<file path="src/rtl/dma_mc_engine.sv">
// dma_mc_engine: multi-channel Avalon-MM master DMA engine.
// Each client channel posts one request at a time (single/block read, single
// write or block fill). A round-robin arbiter grants one channel at a time and
// the engine runs a single Avalon transaction with at most one read in flight.
// Ports:
//   clk, rst_n            clock, asynchronous active-low reset
//   ch_addr/len/writedata per-channel request payload (flattened, channel c at c*W)
//   ch_read, ch_write     per-channel request pulses (write wins if both)
//   ch_busy               channel has a pending or active request
//   ch_rvalid/readdata    per-word read return (shared data bus)
//   ch_rdy                completion pulse for the granted channel
//   avm_m1_*              Avalon-MM master
module dma_mc_engine #(
  parameter int unsigned N_CH = 2,
  parameter int unsigned AW   = 32,
  parameter int unsigned DW   = 32,
  parameter int unsigned LW   = 8
) (
  input  logic               clk,
  input  logic               rst_n,
  input  logic [N_CH*AW-1:0] ch_addr,
  input  logic [N_CH*LW-1:0] ch_len,
  input  logic [N_CH-1:0]    ch_read,
  input  logic [N_CH-1:0]    ch_write,
  input  logic [N_CH*DW-1:0] ch_writedata,
  output logic [N_CH-1:0]    ch_busy,
  output logic [N_CH-1:0]    ch_rvalid,
  output logic [DW-1:0]      ch_readdata,
  output logic [N_CH-1:0]    ch_rdy,
  output logic [AW-1:0]      avm_m1_address,
  output logic               avm_m1_read,
  output logic               avm_m1_write,
  output logic [DW-1:0]      avm_m1_writedata,
  input  logic               avm_m1_waitrequest,
  input  logic               avm_m1_readdatavalid,
  input  logic [DW-1:0]      avm_m1_readdata
);

  localparam int unsigned CW     = (N_CH > 1) ? $clog2(N_CH) : 1;
  localparam int unsigned STRIDE = DW / 8;

  typedef enum logic [2:0] {
    S_IDLE, S_RD_REQ, S_RD_WAIT, S_RD_OUT, S_WR_REQ, S_DONE
  } state_e;

  state_e state_q, state_d;

  // Pending request slots, one per channel
  logic [N_CH-1:0] pend_q;
  logic [N_CH-1:0] slot_wr_q;
  logic [AW-1:0]   slot_addr_q [N_CH];
  logic [LW-1:0]   slot_len_q  [N_CH];
  logic [DW-1:0]   slot_data_q [N_CH];

  // Work registers for the granted transfer
  logic [AW-1:0] cur_addr_q, cur_addr_d;
  logic [LW-1:0] rem_q, rem_d;
  logic [DW-1:0] data_q, data_d;
  logic [DW-1:0] rdata_q, rdata_d;
  logic [CW-1:0] ch_q, ch_d;
  logic [CW-1:0] rr_q, rr_d;

  logic            grant_vld;
  logic [CW-1:0]   grant_ch;
  logic [31:0]     idx;
  logic [N_CH-1:0] ch_oh;

  assign ch_busy = pend_q;
  assign ch_oh   = N_CH'(1) << ch_q;

  // Request capture; a slot is freed only by its own DONE
  always_ff @(posedge clk or negedge rst_n) begin
    if (!rst_n) begin
      pend_q    <= '0;
      slot_wr_q <= '0;
      for (int c = 0; c < N_CH; c++) begin
        slot_addr_q[c] <= '0;
        slot_len_q[c]  <= '0;
        slot_data_q[c] <= '0;
      end
    end else begin
      for (int c = 0; c < N_CH; c++) begin
        if (state_q == S_DONE && ch_q == CW'(c)) begin
          pend_q[c] <= 1'b0;
        end else if (!pend_q[c] && (ch_read[c] || ch_write[c])) begin
          pend_q[c]      <= 1'b1;
          slot_wr_q[c]   <= ch_write[c];
          slot_addr_q[c] <= ch_addr[c*AW +: AW];
          slot_len_q[c]  <= ch_len[c*LW +: LW];
          slot_data_q[c] <= ch_writedata[c*DW +: DW];
        end
      end
    end
  end

  // Round-robin pick: first pending channel at or after rr_q
  always_comb begin
    grant_vld = 1'b0;
    grant_ch  = '0;
    idx       = '0;
    for (int i = 0; i < N_CH; i++) begin
      idx = (32'(rr_q) + 32'(i)) % 32'(N_CH);
      if (!grant_vld && pend_q[idx[CW-1:0]]) begin
        grant_vld = 1'b1;
        grant_ch  = idx[CW-1:0];
      end
    end
  end

  // State and work registers
  always_ff @(posedge clk or negedge rst_n) begin
    if (!rst_n) begin
      state_q    <= S_IDLE;
      cur_addr_q <= '0;
      rem_q      <= '0;
      data_q     <= '0;
      rdata_q    <= '0;
      ch_q       <= '0;
      rr_q       <= '0;
    end else begin
      state_q    <= state_d;
      cur_addr_q <= cur_addr_d;
      rem_q      <= rem_d;
      data_q     <= data_d;
      rdata_q    <= rdata_d;
      ch_q       <= ch_d;
      rr_q       <= rr_d;
    end
  end

  // Next-state and work-register update
  always_comb begin
    state_d    = state_q;
    cur_addr_d = cur_addr_q;
    rem_d      = rem_q;
    data_d     = data_q;
    rdata_d    = rdata_q;
    ch_d       = ch_q;
    rr_d       = rr_q;
    unique case (state_q)
      S_IDLE: begin
        if (grant_vld) begin
          ch_d       = grant_ch;
          cur_addr_d = slot_addr_q[grant_ch];
          rem_d      = (slot_len_q[grant_ch] == '0) ? LW'(1) : slot_len_q[grant_ch];
          data_d     = slot_data_q[grant_ch];
          state_d    = slot_wr_q[grant_ch] ? S_WR_REQ : S_RD_REQ;
        end
      end
      S_RD_REQ: begin
        if (!avm_m1_waitrequest) state_d = S_RD_WAIT;
      end
      S_RD_WAIT: begin
        if (avm_m1_readdatavalid) begin
          rdata_d = avm_m1_readdata;
          state_d = S_RD_OUT;
        end
      end
      S_RD_OUT: begin
        if (rem_q > LW'(1)) begin
          rem_d      = rem_q - LW'(1);
          cur_addr_d = cur_addr_q + AW'(STRIDE);
          state_d    = S_RD_REQ;
        end else begin
          state_d = S_DONE;
        end
      end
      S_WR_REQ: begin
        // Fill words issue back-to-back while the slave accepts
        if (!avm_m1_waitrequest) begin
          if (rem_q > LW'(1)) begin
            rem_d      = rem_q - LW'(1);
            cur_addr_d = cur_addr_q + AW'(STRIDE);
          end else begin
            state_d = S_DONE;
          end
        end
      end
      S_DONE: begin
        rr_d    = (ch_q == CW'(N_CH - 1)) ? '0 : ch_q + CW'(1);
        state_d = S_IDLE;
      end
      default: state_d = S_IDLE;
    endcase
  end

  // Output decode from registered state only
  always_comb begin
    avm_m1_read      = 1'b0;
    avm_m1_write     = 1'b0;
    avm_m1_address   = '0;
    avm_m1_writedata = '0;
    ch_rvalid        = '0;
    ch_readdata      = '0;
    ch_rdy           = '0;
    unique case (state_q)
      S_RD_REQ: begin
        avm_m1_read    = 1'b1;
        avm_m1_address = cur_addr_q;
      end
      S_WR_REQ: begin
        avm_m1_write     = 1'b1;
        avm_m1_address   = cur_addr_q;
        avm_m1_writedata = data_q;
      end
      S_RD_OUT: begin
        ch_rvalid   = ch_oh;
        ch_readdata = rdata_q;
      end
      S_DONE:  ch_rdy = ch_oh;
      default: ;
    endcase
  end

endmodule

</file>
<file path="config.mk">
export PLATFORM = sky130hd
export DESIGN_NAME = dma_mc_engine
export DESIGN_NICKNAME = d
export VERILOG_FILES = /design/src/rtl/dma_mc_engine.sv
export SDC_FILE = /design/constraint.sdc
export NUM_CORES = 1
export LEC_CHECK = 0
export CELL_PAD_IN_SITES_DETAIL_PLACEMENT = 0
export CELL_PAD_IN_SITES_GLOBAL_PLACEMENT = 1
export CORE_ASPECT_RATIO = 1.1
export CORE_MARGIN = 10
export CORE_UTILIZATION = 42
export DETAILED_ROUTE_END_ITERATION = 8
export PLACE_DENSITY_LB_ADDON = 0.2
export SYNTH_ARGS = -nofsm -noshare
export SYNTH_HDL_FRONTEND = slang
export SYNTH_SLANG_ARGS = --single-unit
</file>
<file path="constraint.sdc">
create_clock -name clk -period 5.3 [get_ports clk]
set_clock_uncertainty 0.15 [all_clocks]
set_input_delay 1.06 -clock clk [delete_from_list [all_inputs] [get_ports clk]]
set_output_delay 1.06 -clock clk [all_outputs]
set_load 0.1 [all_outputs]
</file>
==> results of run 1 <==
-- state kept, by name (all words and copies together), names as in the netlist, 2 cells and up --
name / count
state_q: 3
rem_q: 8
slot_wr_q: 2
data_q: 32
rdata_q: 32
slot_data_q: 64
ch_busy: 2
slot_len_q: 16
slot_addr_q: 64
cur_addr_q: 32
-- power groups by stage --
| stage | logic (mW) | registers, mW | clock network [mW] |
|---|---|---|---|
| final | 5.02 | 3.62 | 2.00 |
| after global routing | 5.44 | 3.75 | 2.13 |
| after CTS | 5.09 | 3.62 | 2.05 |
| after detailed placement | 5.08 | 3.65 | 0 |
| after global placement | 5.00 | 3.63 | 0 |
| after floorplan | 3.99 | 3.38 | 0 |
-- worst max path at each step --
stage	start	end	cells past startpoint
6_report	state_q[2]	avm_m1_writedata[14]	4
5_1_grt	state_q[1]	ch_readdata[23]	3
4_1_cts	state_q[1]	ch_readdata[10]	3
3_5_place_dp	state_q[1]	ch_readdata[10]	3
3_3_place_gp	state_q[2]	avm_m1_writedata[10]	4
2_1_floorplan	state_q[0]	avm_m1_writedata[22]	5
-- worst reg2reg max path: stages (launching register included) --
cell     delay (ns)
dfrtp_1        0.52
nor3_1         0.36
o21a_2         0.19
buf_4          0.58
a21o_1         0.78
o21ai_0        0.20
a22o_1         0.27
-- through the flow --
| step | hold slack (ns) | util (%) | power [mW] |
|---|---|---|---|
| after global routing | 0.3461 | 56.40 | 11.32 |
| after detailed placement | 0.3208 | 53.09 | 8.722 |
| final | 0.3294 | 56.41 | 10.64 |
| after CTS | 0.3345 | 56.40 | 10.76 |
| after floorplan | 0.2989 | - | 7.367 |
| after global placement | 0.3111 | 53.09 | 8.626 |
-- metal layers --
layer,GRT usage (%),wire [um]
met5,0,101
met4,3.377,437
met1,22.28,13950
met3,6.760,2996
met2,31.97,17180
-- layout by cell type (no fill, tap or decap), drive strengths merged, types with 5 or more instances in the layout --
master         count
and2              98
o21a               5
a31oi             44
inv                6
a32oi              8
o22a              17
mux2i             10
a211oi             8
nand3             16
nand2            122
a22oi              5
o21ai             21
clkdlybuf4s50    285
mux2             185
nor2              70
dfrtp            257
buf               16
nor4               6
clkbuf            43
a21oi             33
a22o               6
nand4             10
and3              15
nor3              19
-- cell usage after synthesis (17+ instances only) --
cell type	instances
dfrtp_1	257
mux2_1	142
nand2_1	122
and2_1	96
nor2_1	69
a31oi_1	44
mux2_2	43
a21oi_1	32
buf_2	27
clkbuf_1	25
nor3_1	18
o22a_1	17
-- layout make-up --
| cell class | count | area, um^2 |
|---|---|---|
| multi-input combinational | 745 | 5335 |
| timing repair buffer | 301 | 2993 |
| inverter | 6 | 22.52 |
| fill | 2553 | 12510 |
| clock buffer | 43 | 868.3 |
| tap | 368 | 460.4 |
| clock inverter | 6 | 80.08 |
| sequential | 257 | 6431 |
| antenna | 2 | 5.005 |
-- cell families after synthesis --
logic type / after synthesis
xor gates and xnor gates: 1
DFF: 257
adders and majority gates: 3
muxes: 195
AOI/OAI and AO/OA: 172
and+or+nand+nor: 374
buffers and inverters: 82
==> impl_metrics.tcl, run 1 <==
set metrics [dict create \
    cp-end-kind "output pin" \
    synthArstFlopShare_pct 100.0 \
    drive_gt1_share_pct 9.057 \
    clk-insertion-delay-late_ns 0.54 \
    post_cts_resized 0 \
    grt_max_degree 107 \
    worst_path_largest_cell_delay_ns 1.14 \
    yosys_reg_bits 257 \
    final_cells 1728 \
    final_hold_viol_count 0 \
    worst_r2r_startpoint "state_q[1]" \
    share_clk_of_total_power_pct 18.8 \
    min-delay-path-class "flip-flop to flip-flop" \
    synthTopCellsByArea "dfrtp_1, mux2_1, and2_1" \
    timing.setup.tns_ns 0 \
    share_seq_of_total_power_pct 34.0 \
    die_height_um 198.8 \
    wl_per_cell_um 20.06 \
    rsz_0062_raised_after_global_routing "false" \
    final.setup.worst_slack_ns 0.6707 \
    dieArea_um2 36290 \
    floorplan.io_pins 288 \
    final_max_slew_viols 0 \
    max_root_sink_buffers 3 \
    initial_utilization_pct 42.52 \
    placement.io_buffers 287 \
    net_count_final 1526 \
    synth_fa_ha_area_share_pct 0.3075 \
    fin_crit_period_ns 4.629 \
    cell_taking_the_most_area_after_synthesis "dfrtp_1" \
    finalInstanceArea_um2 16200 \
    largest_family_of_logic_cells_by_synthesized_area "multiplexers" \
    clk_pin_slew_ns 0.06 \
    floorplan.core_area_um2 28710 \
    tightest_slew_ns 1.065 \
    rows 65 \
    hold_buffers 0 \
    drv_cap 0 \
    synth_top_area_share_pct 52.68 \
    synth_cell_area_um2 12210 \
    power.share.switching_pct 44.03 \
    timing.slew.headroom_pct 28.77 \
    synth.area.mux_share_pct 17.88 \
    dp_slack_ns 1.186 \
    clock_tree_from_tritoncts "built" \
    synth-edff-count 0 \
    final-setup-viol-count 0 \
    worstRegToRegCells 6 \
    crit_required_ns 4.09 \
    synth_cells 1084 \
    synth_simple_gate_area_share_pct 15.50 \
    power.density_cell_area_nw_per_um2 656.9 \
    post_synth_xor_xnor_area_pct 0.07174 \
    number_of_buffers_inserted_to_repair_setup_after_cts 0 \
    overflow 0 \
    area_growth_syn_to_layout_pct 32.66 \
    gp_congestion 0.8312 \
    die_w_um 182.6 \
    synth.net_count 1271 \
    hold-path-endpoint "slot_addr_q[23]" \
    synth_ff_type "dfrtp_1" \
    start_kind "flip-flop" \
    crit_arrival_ns 3.42 \
    power.share.combinational_pct 47.2 \
    worstPathMaxFanout 34 \
    dp.cells 1677 \
    synth.avg_cell_area_um2 11.26 \
    placement.cell_area_um2 15240 \
    route.vias.total 9238 \
    antenna_left 0 \
    globalRouteTotalUtil_pct 18.69 \
    p_int_mw 5.954 \
    synth.lib_cells_used.distinct 67 \
    cts_inserted_buffers 28 \
    clock-sinks 257 \
    initialDrtViolationCount 590 \
    total_switching_power_mw 4.684 \
    yosysSeqAreaShare_pct 52.68 \
    cts_htree_levels 1 \
    vias_per_cell 5.346 \
    vdd.ir_drop.worst_mv 0.5380 \
    synth_compound_area_share_pct 9.624 \
    worst-setup-path-type "flip-flop to output pin" \
    detailedPlacementHpwl_um 24560 \
    outcome "finished clean" \
    crit_path_top_delay_cell "clkdlybuf4s50_1" \
    cell_family_with_most_cp_delay "buffers and inverters" \
    antenna_found_initial 9 \
    max_clock_freq_mhz 216.0 \
    ys.warnings.count 0 \
    firstDrtPassIters 5 \
    power_leakage_nw 6.885 \
    worstPathCellList "or3b_4 -> inv_2 -> and2_1 -> clkdlybuf4s50_1" \
    finalWirelength_um 34670 \
    timing.hold.worst_path_depth 1 \
    drt_drc_violations_left 0 \
    timing.final.crit_share_pct 87.34 \
    grt_pass1_vias 9630 \
    worstHoldStart "slot_addr_q[23]" \
    worstReg2RegEnd "rem_q[5]" \
    worst_path_buffer_plus_inverter_count 2 \
    r2r_setup_slack_ns 2.13 \
    grt_first_pass_wirelength_um 54520 \
    clock_tree_root_buffer_cell "clkbuf_16" \
]
No activity file was read; power rests on OpenSTA's default activity.
==> run 2: changes to the inputs <==
--- a/config.mk
+++ b/config.mk
@@ -11,4 +11,5 @@
 export CORE_MARGIN = 10
 export CORE_UTILIZATION = 42
+export CTS_CLUSTER_SIZE = 25
 export DETAILED_ROUTE_END_ITERATION = 8
 export PLACE_DENSITY_LB_ADDON = 0.2
==> constraint.sdc (replaced) <==
create_clock -name clk -period 5.3 [get_ports clk]
set_clock_uncertainty 0.15 [all_clocks]
set_input_delay 0.53 -clock clk [delete_from_list [all_inputs] [get_ports clk]]
set_output_delay 0.53 -clock clk [all_outputs]
set_load 0.1 [all_outputs]
==> run 2 against run 1 <==
Against the previous run: global-route usage up 0.10 points; non-clock buffer count unchanged; final cell count up 0.46%; sequential share of layout area down 0.22 points; sequential power about the same; hold slack worse by 0.0015 ns; register-to-register slack about the same; worst setup slack better by 0.37 ns; design area up 0.56%; via count about the same; combinational power about the same; routed wire length up 0.81%; largest power group unchanged; highest routed layer unchanged.
==> impl_metrics.tcl, run 2 (same netlist as run 1, synthesis figures left out) <==
set metrics [dict create \
    globalRouteTotalUtil_pct 18.79 \
    area_growth_syn_to_layout_pct 33.41 \
    rsz_0062_raised_after_global_routing "false" \
    grt_max_degree 102 \
    power_leakage_nw 6.931 \
    start_kind "flip-flop" \
    dieArea_um2 36290 \
    net_count_final 1528 \
    min-delay-path-class "flip-flop to flip-flop" \
    timing.hold.worst_path_depth 1 \
    overflow 0 \
    detailedPlacementHpwl_um 24780 \
    power.share.combinational_pct 46.5 \
    fillers 2533 \
    floorplan.core_area_um2 28710 \
    final_max_slew_viols 0 \
    drv_cap 0 \
    grt_first_pass_wirelength_um 54550 \
    route.vias.total 9237 \
    outcome "finished clean" \
    wl_per_cell_um 20.13 \
    vdd.ir_drop.worst_mv 0.5308 \
    globalRouteMet2Util_pct 31.89 \
    share_clk_of_total_power_pct 19.9 \
    cp-end-kind "output pin" \
    post_cts_resized 0 \
    power.density_cell_area_nw_per_um2 661.6 \
    gp_congestion 0.8128 \
    cell_family_with_most_cp_delay "buffers and inverters" \
    floorplan.io_pins 288 \
    clock_tree_from_tritoncts "built" \
    finish.utilization_pct 56.73 \
    final_hold_viol_count 0 \
    globalRouteMet3Util_pct 6.106 \
    clock-sinks 257 \
    r2r_setup_slack_ns 2.12 \
    crit_arrival_ns 3.58 \
    fin_crit_period_ns 4.256 \
    cts_inserted_buffers 30 \
    placement.io_buffers 287 \
    layout.cells.most_common_list "clkdlybuf4s50_1, dfrtp_1, mux2_1, nand2_1, and2_1" \
    clk_pin_slew_ns 0.06 \
    drive_gt1_share_pct 9.451 \
    worstPathCellList "xnor2_1 -> nor2_2 -> and2_1 -> clkdlybuf4s50_1" \
    tightest_slew_ns 1.118 \
    crit_required_ns 4.62 \
    finalWirelength_um 34950 \
    post-layout-total-power_mw 10.77 \
    initialDrtViolationCount 560 \
    clk-insertion-delay-late_ns 0.55 \
    top_registers "slot_addr_q: 64 flops, slot_data_q: 64 flops" \
    antenna_found_initial 9 \
    share_seq_of_total_power_pct 33.6 \
    fin_hold_ws_ns 0.3280 \
    worst_path_largest_cell_delay_ns 1.15 \
    max_root_sink_buffers 3 \
    grt_pass1_vias 9532 \
    clock_tree_root_buffer_cell "clkbuf_16" \
    initial_utilization_pct 42.52 \
    worst_path_buffer_plus_inverter_count 1 \
    die_w_um 182.6 \
    most_common_library_cell_in_the_layout_ignoring_fill_and_taps "clkdlybuf4s50_1" \
    vias_per_cell 5.321 \
    worstPathMaxFanout 30 \
    timing.setup.tns_ns 0 \
    firstDrtPassIters 5 \
    p_int_mw 6.053 \
    busiest_layer "met2" \
    drt_drc_violations_left 0 \
    global_route_met1_usage_pct 22.98 \
    max_clock_freq_mhz 235.0 \
    worst-setup-path-type "flip-flop to output pin" \
    worstRegToRegCells 6 \
    final-setup-viol-count 0 \
    power.share.switching_pct 43.82 \
    die_height_um 198.8 \
    total_switching_power_mw 4.722 \
    cp.depth 4 \
    rows 65 \
    cts_htree_levels 1 \
    timing.slew.headroom_pct 25.36 \
    antenna_left 0 \
    timing.final.crit_share_pct 80.30 \
    crit_path_top_delay_cell "clkdlybuf4s50_1" \
]
run 2: final cells by class:
cell class / instances / area [um^2] / area share (%)
flip-flops and latches: 257 / 6431 / 39.49
multi-input cells: 745 / 5335 / 32.76
well taps: 368 / 460.4 / 2.827
inverters: 6 / 22.52 / 0.1383
repair buffers: 301 / 2985 / 18.33
clock buffers: 43 / 900.9 / 5.531
clock inverters: 13 / 143.9 / 0.8835
diodes: 3 / 7.507 / 0.04609
run 2: metal layers:
| layer | share of wire (%) | wire, um |
|---|---|---|
| met3 | 8.0 | 2779 |
| met4 | 1.1 | 377 |
| met5 | 0.30 | 105 |
| met2 | 49 | 17200 |
| met1 | 41 | 14500 |
run 2: per-stage QoR:
step	instances	cell area (um^2)	setup WS (ns)
global route	1734	16280	0.7566
floorplan	1084	12210	1.748
finish	1736	16290	1.044
global placement	1676	15220	1.642
CTS	1733	16280	0.9342
detailed placement	1676	15220	1.530
run 2: power by group through the flow:
stage               combinational, mW  clock (mW)  sequential [mW]
floorplan                        3.99           0             3.38
global placement                 4.98           0             3.62
detailed placement               5.06           0             3.65
CTS                              5.07        2.20             3.62
global route                     5.42        2.29             3.75
finish                           5.01        2.14             3.62
run 2: worst paths after layout:
kind                                       from                 to
worst max-delay path                 state_q[2]  avm_m1_address[1]
worst min-delay path            slot_addr_q[18]    slot_addr_q[18]
worst max register to register       state_q[1]           rem_q[5]
worst min register to register  slot_addr_q[18]    slot_addr_q[18]
max in group asynchronous                 rst_n    slot_addr_q[11]
min in group asynchronous                 rst_n    slot_data_q[29]
run 2: repair_timing:
item / 4_1_cts / 5_1_grt
endpoints found under the hold margin: 98 / 0
hold buffers: 1 / 0
setup buffers: 0 / 0
